--- config.mk ---
export PLATFORM = sky130hd
export DESIGN_NAME = sv_uart_rx_ext
export DESIGN_NICKNAME = d
export VERILOG_FILES = /design/src/rtl/sv_uart_pkg.sv /design/src/rtl/sv_uart_fifo.sv /design/src/rtl/sv_uart_rx_ext.sv
export SDC_FILE = /design/constraint.sdc
export NUM_CORES = 1
export LEC_CHECK = 0
export CAP_MARGIN = 10
export CORE_MARGIN = 1
export CORE_UTILIZATION = 35
export CTS_BUF_LIST = sky130_fd_sc_hd__clkbuf_8
export DETAILED_ROUTE_END_ITERATION = 16
export PLACE_DENSITY_LB_ADDON = 0.25
export SLEW_MARGIN = 40
export SYNTH_ARGS = -nofsm -noshare
export SYNTH_HDL_FRONTEND = slang
export SYNTH_SLANG_ARGS = --single-unit
export TNS_END_PERCENT = 5
--- constraint.sdc ---
create_clock -name iclk -period 2.8 [get_ports iclk]
set_input_delay 0.56 -clock iclk [delete_from_list [all_inputs] [get_ports iclk]]
set_output_delay 0.56 -clock iclk [all_outputs]
set_load 0.05 [all_outputs]
--- src/rtl/sv_uart_pkg.sv ---
// Shared types and constants for the UART receive path.
package sv_uart_pkg;

  typedef enum logic [1:0] {
    PAR_NONE = 2'd0,
    PAR_EVEN = 2'd1,
    PAR_ODD  = 2'd2
  } parity_e;

  typedef enum logic [2:0] {
    ST_IDLE,
    ST_START,
    ST_DATA,
    ST_PARITY,
    ST_STOP,
    ST_STOP2
  } rx_state_e;

  localparam int unsigned TUSER_FRAME_ERR  = 0;
  localparam int unsigned TUSER_PARITY_ERR = 1;

endpackage

--- src/rtl/sv_uart_fifo.sv ---
// Synchronous FIFO with wrap-bit pointers; a push while full succeeds only if a pop happens in the same cycle.
module sv_uart_fifo #(
  parameter int unsigned WIDTH = 10,
  parameter int unsigned DEPTH = 4
) (
  input  logic                     clk_i,
  input  logic                     rst_ni,
  input  logic                     wr_i,
  input  logic [WIDTH-1:0]         wdata_i,
  input  logic                     rd_i,
  output logic [WIDTH-1:0]         rdata_o,
  output logic                     full_o,
  output logic                     empty_o,
  output logic [$clog2(DEPTH):0]   count_o
);

  localparam int unsigned AW = $clog2(DEPTH);

  logic [WIDTH-1:0] mem_q [DEPTH];
  logic [AW:0]      wptr_q;
  logic [AW:0]      rptr_q;
  logic             do_wr;
  logic             do_rd;

  always_comb begin
    empty_o = (wptr_q == rptr_q);
    full_o  = (wptr_q[AW] != rptr_q[AW]) && (wptr_q[AW-1:0] == rptr_q[AW-1:0]);
    count_o = wptr_q - rptr_q;
    do_rd   = rd_i & ~empty_o;
    do_wr   = wr_i & (~full_o | do_rd);
    rdata_o = mem_q[rptr_q[AW-1:0]];
  end

  always_ff @(posedge clk_i or negedge rst_ni) begin
    if (!rst_ni) begin
      wptr_q <= '0;
      rptr_q <= '0;
      for (int unsigned i = 0; i < DEPTH; i++) mem_q[i] <= '0;
    end else begin
      if (do_wr) begin
        mem_q[wptr_q[AW-1:0]] <= wdata_i;
        wptr_q                <= wptr_q + 1'b1;
      end
      if (do_rd) rptr_q <= rptr_q + 1'b1;
    end
  end

endmodule

--- src/rtl/sv_uart_rx_ext.sv ---
// UART receiver: majority-sampled bits, runtime parity/stop config, break detect,
// error-tagged words buffered into an AXI-Stream FIFO.
module sv_uart_rx_ext
  import sv_uart_pkg::*;
#(
  parameter int unsigned DATA_WIDTH = 8,
  parameter int unsigned IN_PIPE    = 3,
  parameter int unsigned FIFO_DEPTH = 4
) (
  input  logic                  iclk,
  input  logic                  irst_n,
  input  logic                  irx,
  input  logic [15:0]           idivider,
  input  logic [1:0]            iparity,
  input  logic                  istop2,
  output logic [DATA_WIDTH-1:0] m_axis_tdata,
  output logic [1:0]            m_axis_tuser,
  output logic                  m_axis_tvalid,
  input  logic                  m_axis_tready,
  output logic                  obreak,
  output logic                  ooverflow,
  input  logic                  iclr_ovf
);

  localparam int unsigned IW = $clog2(DATA_WIDTH + 1);
  localparam int unsigned CW = $clog2(FIFO_DEPTH) + 1;
  localparam logic [IW-1:0] LAST_IDX = IW'(DATA_WIDTH - 1);

  logic [IN_PIPE-1:0]    sync_q;
  logic                  rxs;
  logic                  rxs_prev_q;
  rx_state_e             state_q;
  parity_e               par_q;
  logic [15:0]           div_q;
  logic [15:0]           cnt_q;
  logic                  stop2_q;
  logic                  s0_q;
  logic                  s1_q;
  logic                  par_bit_q;
  logic                  ferr_q;
  logic                  brk_q;
  logic                  wait_high_q;
  logic [IW-1:0]         idx_q;
  logic [DATA_WIDTH-1:0] shreg_q;
  logic [DATA_WIDTH-1:0] word_q;
  logic [1:0]            user_q;
  logic                  push_q;
  logic                  brk_pulse_q;
  logic                  ovf_q;

  logic [15:0]           half;
  logic                  at_s0;
  logic                  at_s1;
  logic                  at_dec;
  logic                  at_last;
  logic                  maj;
  logic                  start_edge;
  logic                  perr;
  logic                  brk_now;
  logic                  brk_fin;
  logic                  finish;

  logic                  fifo_full;
  logic                  fifo_empty;
  logic [CW-1:0]         fifo_count;
  logic                  pop;
  logic [DATA_WIDTH+1:0] fifo_rdata;

  assign rxs = sync_q[IN_PIPE-1];

  always_ff @(posedge iclk or negedge irst_n) begin
    if (!irst_n) begin
      sync_q     <= '1;
      rxs_prev_q <= 1'b1;
    end else begin
      sync_q     <= {sync_q[IN_PIPE-2:0], irx};
      rxs_prev_q <= rxs;
    end
  end

  always_comb begin
    half       = div_q >> 1;
    at_s0      = (cnt_q == half - 16'd1);
    at_s1      = (cnt_q == half);
    at_dec     = (cnt_q == half + 16'd1);
    at_last    = (cnt_q == div_q - 16'd1);
    maj        = (s0_q & s1_q) | (s0_q & rxs) | (s1_q & rxs);
    start_edge = rxs_prev_q & ~rxs & ~wait_high_q;
    perr       = 1'b0;
    case (par_q)
      PAR_EVEN: perr = ^{shreg_q, par_bit_q};
      PAR_ODD:  perr = ~^{shreg_q, par_bit_q};
      default:  perr = 1'b0;
    endcase
    brk_now = (shreg_q == '0) & ~maj & ~((par_q != PAR_NONE) & par_bit_q);
    brk_fin = (state_q == ST_STOP) ? brk_now : brk_q;
    // Frame ends at the last stop-bit decision, not at bit end, so short stops still re-arm in time.
    finish  = at_dec & (((state_q == ST_STOP) & ~stop2_q) | (state_q == ST_STOP2));
  end

  always_ff @(posedge iclk or negedge irst_n) begin
    if (!irst_n) begin
      state_q     <= ST_IDLE;
      par_q       <= PAR_NONE;
      div_q       <= 16'd4;
      cnt_q       <= '0;
      stop2_q     <= 1'b0;
      s0_q        <= 1'b1;
      s1_q        <= 1'b1;
      par_bit_q   <= 1'b0;
      ferr_q      <= 1'b0;
      brk_q       <= 1'b0;
      wait_high_q <= 1'b0;
      idx_q       <= '0;
      shreg_q     <= '0;
      word_q      <= '0;
      user_q      <= '0;
      push_q      <= 1'b0;
      brk_pulse_q <= 1'b0;
    end else begin
      push_q      <= 1'b0;
      brk_pulse_q <= 1'b0;
      if (state_q != ST_IDLE) cnt_q <= at_last ? '0 : cnt_q + 16'd1;
      if (at_s0) s0_q <= rxs;
      if (at_s1) s1_q <= rxs;

      case (state_q)
        ST_IDLE: begin
          if (wait_high_q & rxs) wait_high_q <= 1'b0;
          if (start_edge) begin
            state_q <= ST_START;
            cnt_q   <= '0;
            div_q   <= (idivider < 16'd4) ? 16'd4 : idivider;
            stop2_q <= istop2;
            ferr_q  <= 1'b0;
            brk_q   <= 1'b0;
            case (iparity)
              2'd1:    par_q <= PAR_EVEN;
              2'd2:    par_q <= PAR_ODD;
              default: par_q <= PAR_NONE;
            endcase
          end
        end
        ST_START: begin
          if (at_dec & maj) state_q <= ST_IDLE;
          else if (at_last) begin
            state_q <= ST_DATA;
            idx_q   <= '0;
          end
        end
        ST_DATA: begin
          if (at_dec) shreg_q <= {maj, shreg_q[DATA_WIDTH-1:1]};
          if (at_last) begin
            if (idx_q == LAST_IDX) state_q <= (par_q == PAR_NONE) ? ST_STOP : ST_PARITY;
            else                   idx_q   <= idx_q + 1'b1;
          end
        end
        ST_PARITY: begin
          if (at_dec)  par_bit_q <= maj;
          if (at_last) state_q   <= ST_STOP;
        end
        ST_STOP: begin
          if (at_dec) begin
            ferr_q <= ~maj;
            brk_q  <= brk_now;
          end
          if (at_last) state_q <= ST_STOP2;
        end
        ST_STOP2: ;
        default: state_q <= ST_IDLE;
      endcase

      if (finish) begin
        state_q                  <= ST_IDLE;
        push_q                   <= 1'b1;
        word_q                   <= shreg_q;
        user_q[TUSER_PARITY_ERR] <= perr;
        user_q[TUSER_FRAME_ERR]  <= ferr_q | ~maj;
        brk_pulse_q              <= brk_fin;
        wait_high_q              <= brk_fin;
      end
    end
  end

  assign pop = m_axis_tready & ~fifo_empty;

  always_ff @(posedge iclk or negedge irst_n) begin
    if (!irst_n)                         ovf_q <= 1'b0;
    else if (push_q & fifo_full & ~pop)  ovf_q <= 1'b1;
    else if (iclr_ovf)                   ovf_q <= 1'b0;
  end

  sv_uart_fifo #(
    .WIDTH (DATA_WIDTH + 2),
    .DEPTH (FIFO_DEPTH)
  ) u_fifo (
    .clk_i   (iclk),
    .rst_ni  (irst_n),
    .wr_i    (push_q),
    .wdata_i ({user_q, word_q}),
    .rd_i    (m_axis_tready),
    .rdata_o (fifo_rdata),
    .full_o  (fifo_full),
    .empty_o (fifo_empty),
    .count_o (fifo_count)
  );

  assign m_axis_tdata  = fifo_rdata[DATA_WIDTH-1:0];
  assign m_axis_tuser  = fifo_rdata[DATA_WIDTH+1:DATA_WIDTH];
  assign m_axis_tvalid = (fifo_count != '0);
  assign obreak        = brk_pulse_q;
  assign ooverflow     = ovf_q;

endmodule

==> results.py <==
metrics = {
    "cts": {
        "clkSlewWorstSetupHoldPaths_ps": 80,
        "cts.sinks": 119,
        "clk_latency_ps": 450,
        "cts_tree": "yes",
        "clockRootBuffer": "clkbuf_8",
        "cts_buffer_depth": 2,
        "cts_buffers": 17,
        "cts_max_level": 4,
    },
    "power": {
        "peakVddDrop_v": 0.000440,
        "p_total_uw": 5740,
        "p_leak_uw": 0.00400,
        "power_density_nw_per_um2": 635,
    },
    "floorplan": {
        "core_um2": 19700,
        "die_x_um": 145,
        "die_area_um2": 20900,
        "top_level_ports": 37,
        "initial_core_util_pct": 36.2,
        "dieHeight_um": 145,
        "row_count": 51,
    },
    "placement": {
        "io_buffers": 36,
        "hpwlAfterDp_um": 14400,
        "place.gp.congestion": 0.879,
    },
    "synth": {
        "ys_async_sr_fraction_pct": 100,
        "syn_inst": 706,
        "synth_edf_count": 0,
        "synth.distinct_cells": 66,
        "synth_top_area_share_pct": 39.3,
        "synth_warnings": 0,
        "synth_flop_cell": "dfrtp_1",
        "synth_top_cell_by_area": "dfrtp_1",
        "synth_area_leaders": "dfrtp_1 (39%), mux2_2 (11%), xnor2_1 (6.1%)",
        "ys_seq_area_share_pct": 41.9,
        "syn_area_um2": 7130,
        "synthesis.nets": 743,
        "synth-seq-cells": 119,
        "syn_area_per_cell_um2": 10.1,
    },
    "timing": {
        "maxSlewHeadroom_pct": 55.8,
        "setup_viol": 3,
        "finalHoldViolCount": 0,
        "min_period_ps": 2820,
        "worst_slew_pin_slew_ps": 659,
        "rsz0062_at_grt": "yes",
        "max_freq_ghz": 0.355,
        "finalCritPeriodShare_pct": 101,
        "slew_viol_final": 0,
        "fin_skew_ps": 13.4,
        "fin_tns_setup_ps": -39.1,
        "fin_ws_ps": -20.4,
    },
    "hold_path": {
        "hold_path_end": "sync_q[1]",
        "hold_path_class": "register to register",
        "min_from": "sync_q[0]",
        "min_path_cells": 0,
    },
    "grt": {
        "grt_max_degree": 46,
        "grt_use_total_pct": 19.5,
        "grt_pass1_wl_um": 30800,
        "grt_pass1_vias": 5941,
        "antenna_found_initial": 0,
        "grt_remaining_overflow": 0,
    },
    "route": {
        "vias_per_cell": 5.29,
        "drt_iter0_drc": 396,
        "routed_wl_um": 18900,
        "route.vias.total": 5781,
        "drc": 0,
        "wl_per_cell_um": 17.3,
        "drt-pass1-iter-count": 5,
        "ant_nets": 0,
    },
    "worst_setup_path": {
        "worstPathMaxFanout": 5,
        "r2r_start": "div_q[2]",
        "end_kind": "register",
        "critPathKind": "register to register",
        "startpoint_type": "register",
        "r2r_cells": 11,
        "critPathArrivalTime_ps": 3160,
        "reg2reg_to": "wait_high_q",
        "rrSetupSlack_ps": -20,
        "required_ps": 3140,
    },
    "final_layout": {
        "layout.nets": 851,
        "layout_commonest_cell": "dfrtp_1",
        "final_cell_mix": "dfrtp_1 (108), buf_4 (99), nand2_1 (78)",
        "n_fill_cell": 1807,
        "n_antenna_cell": 0,
        "drive_above_1_share_pct": 33.6,
        "area_delta_synth_final_pct": 26.8,
    },
    "run": {
        "max-cap-violations": 0,
    },
    "status": {
        "violations": "negative setup slack",
        "outcome": "complete, but fails checks",
    },
}
==> cells in the mapped netlist, types with 3 or more instances <==
| master | count |
|---|---|
| xnor2_1 | 50 |
| a211oi_1 | 5 |
| or3_1 | 4 |
| dfrtp_1 | 112 |
| buf_1 | 6 |
| nor4b_1 | 3 |
| ha_1 | 12 |
| a31oi_1 | 8 |
| and3_1 | 8 |
| and4_1 | 5 |
| mux4_2 | 10 |
| buf_2 | 10 |
| nand2b_1 | 8 |
| xor2_1 | 28 |
| nor3_1 | 17 |
| o22ai_1 | 3 |
| a2111oi_0 | 5 |
| nand3_1 | 19 |
| nor2_1 | 49 |
| nor4_1 | 11 |
| mux2_2 | 71 |
| nor2b_1 | 6 |
| dfstp_2 | 7 |
| o21ai_0 | 24 |
| o21a_1 | 3 |
| a21oi_1 | 12 |
| clkbuf_1 | 23 |
| o31ai_1 | 3 |
| nand2_1 | 80 |
| nor3b_1 | 6 |
| inv_1 | 20 |
| or2_2 | 3 |
| mux2i_1 | 9 |
| nand4_1 | 18 |
| o211ai_1 | 3 |
| nand3b_1 | 6 |
==> flip-flops by register name (all words and copies together) (netlist names), 2 cells and up <==
name           flops
u_fifo.mem_q      40
cnt_q             16
div_q             16
shreg_q            8
word_q             8
idx_q              4
state_q            3
sync_q             3
u_fifo.rptr_q      3
u_fifo.wptr_q      3
par_q              2
user_q             2
==> timing repair <==
action | in CTS | in global routing
pin swaps | 11 | 5
endpoints found under the hold margin | 17 | 0
resized for setup | 25 | 29
gates cloned | 0 | 0
hold buffers | 1 | 0
setup buffers | 3 | 2
endpoints found under the setup margin | 26 | 46
==> cell families (layout without fill, tap and decap cells) <==
kind of cell,Yosys count,after routing,synth area share [%]
compound gates,87,87,8.14
mux,90,90,15.6
fa+ha+maj,13,13,2.39
xor+xnor,78,78,9.58
simple gates,257,257,18.6
flops,119,119,41.9
buf+inv,62,183,3.70
==> stage by stage <==
step                instance area, um^2  utilization [%]  hold slack [ps]  worst slack, ps  instances
finish                             9030             45.8              357            -20.4       1092
global placement                   8340             42.3              347             -399       1054
floorplan                          7170                -              264             2.57        706
detailed placement                 8340             42.3              347             -316       1054
CTS                                8890             45.1              358            -36.7       1090
global route                       9030             45.8              367             -145       1092
==> routing by layer <==
layer | routed length [um] | global-route usage, %
met4 | 452 | 6.81
met3 | 651 | 3.85
met2 | 9000 | 32.3
met5 | 0 | 0
met1 | 8830 | 25.3
==> critical path, cell delays in order (launching register included) <==
cell and delay [ps]:
dfstp_2 600, inv_4 50, ha_4 260, xnor2_4 160, nand2_2 80, a2111oi_2 310
and4_1 220, nand4_1 210, or2_1 290, buf_4 140, buf_4 150, a31o_2 230
==> area by class of cell <==
cell class	count	area (um^2)	area share [%]
Timing Repair Buffer	131	1100	12.2
Inverter	20	80.1	0.886
Clock inverter	14	160	1.77
Sequential cell	119	2990	33.1
Clock buffer	18	248	2.74
Tap cell	265	332	3.67
Multi-Input combinational cell	525	4130	45.7
==> worst max-delay path by stage <==
stage                  endpoint  startpoint  depth (start not counted)
floorplan            state_q[0]    div_q[1]                         12
global placement           s0_q    div_q[1]                         10
detailed placement         s0_q    div_q[1]                         10
CTS                  state_q[0]    div_q[1]                         12
global route         state_q[0]    div_q[2]                         11
finish              wait_high_q    div_q[2]                         11
==> power breakdown <==
part / internal, uW / switching, uW / total [uW]
Clock: 836 / 804 / 1640
Combinational: 963 / 1020 / 1980
Sequential: 1850 / 258 / 2110
Total: 3650 / 2080 / 5740
Note: power is estimated with default switching activity, not from simulation.
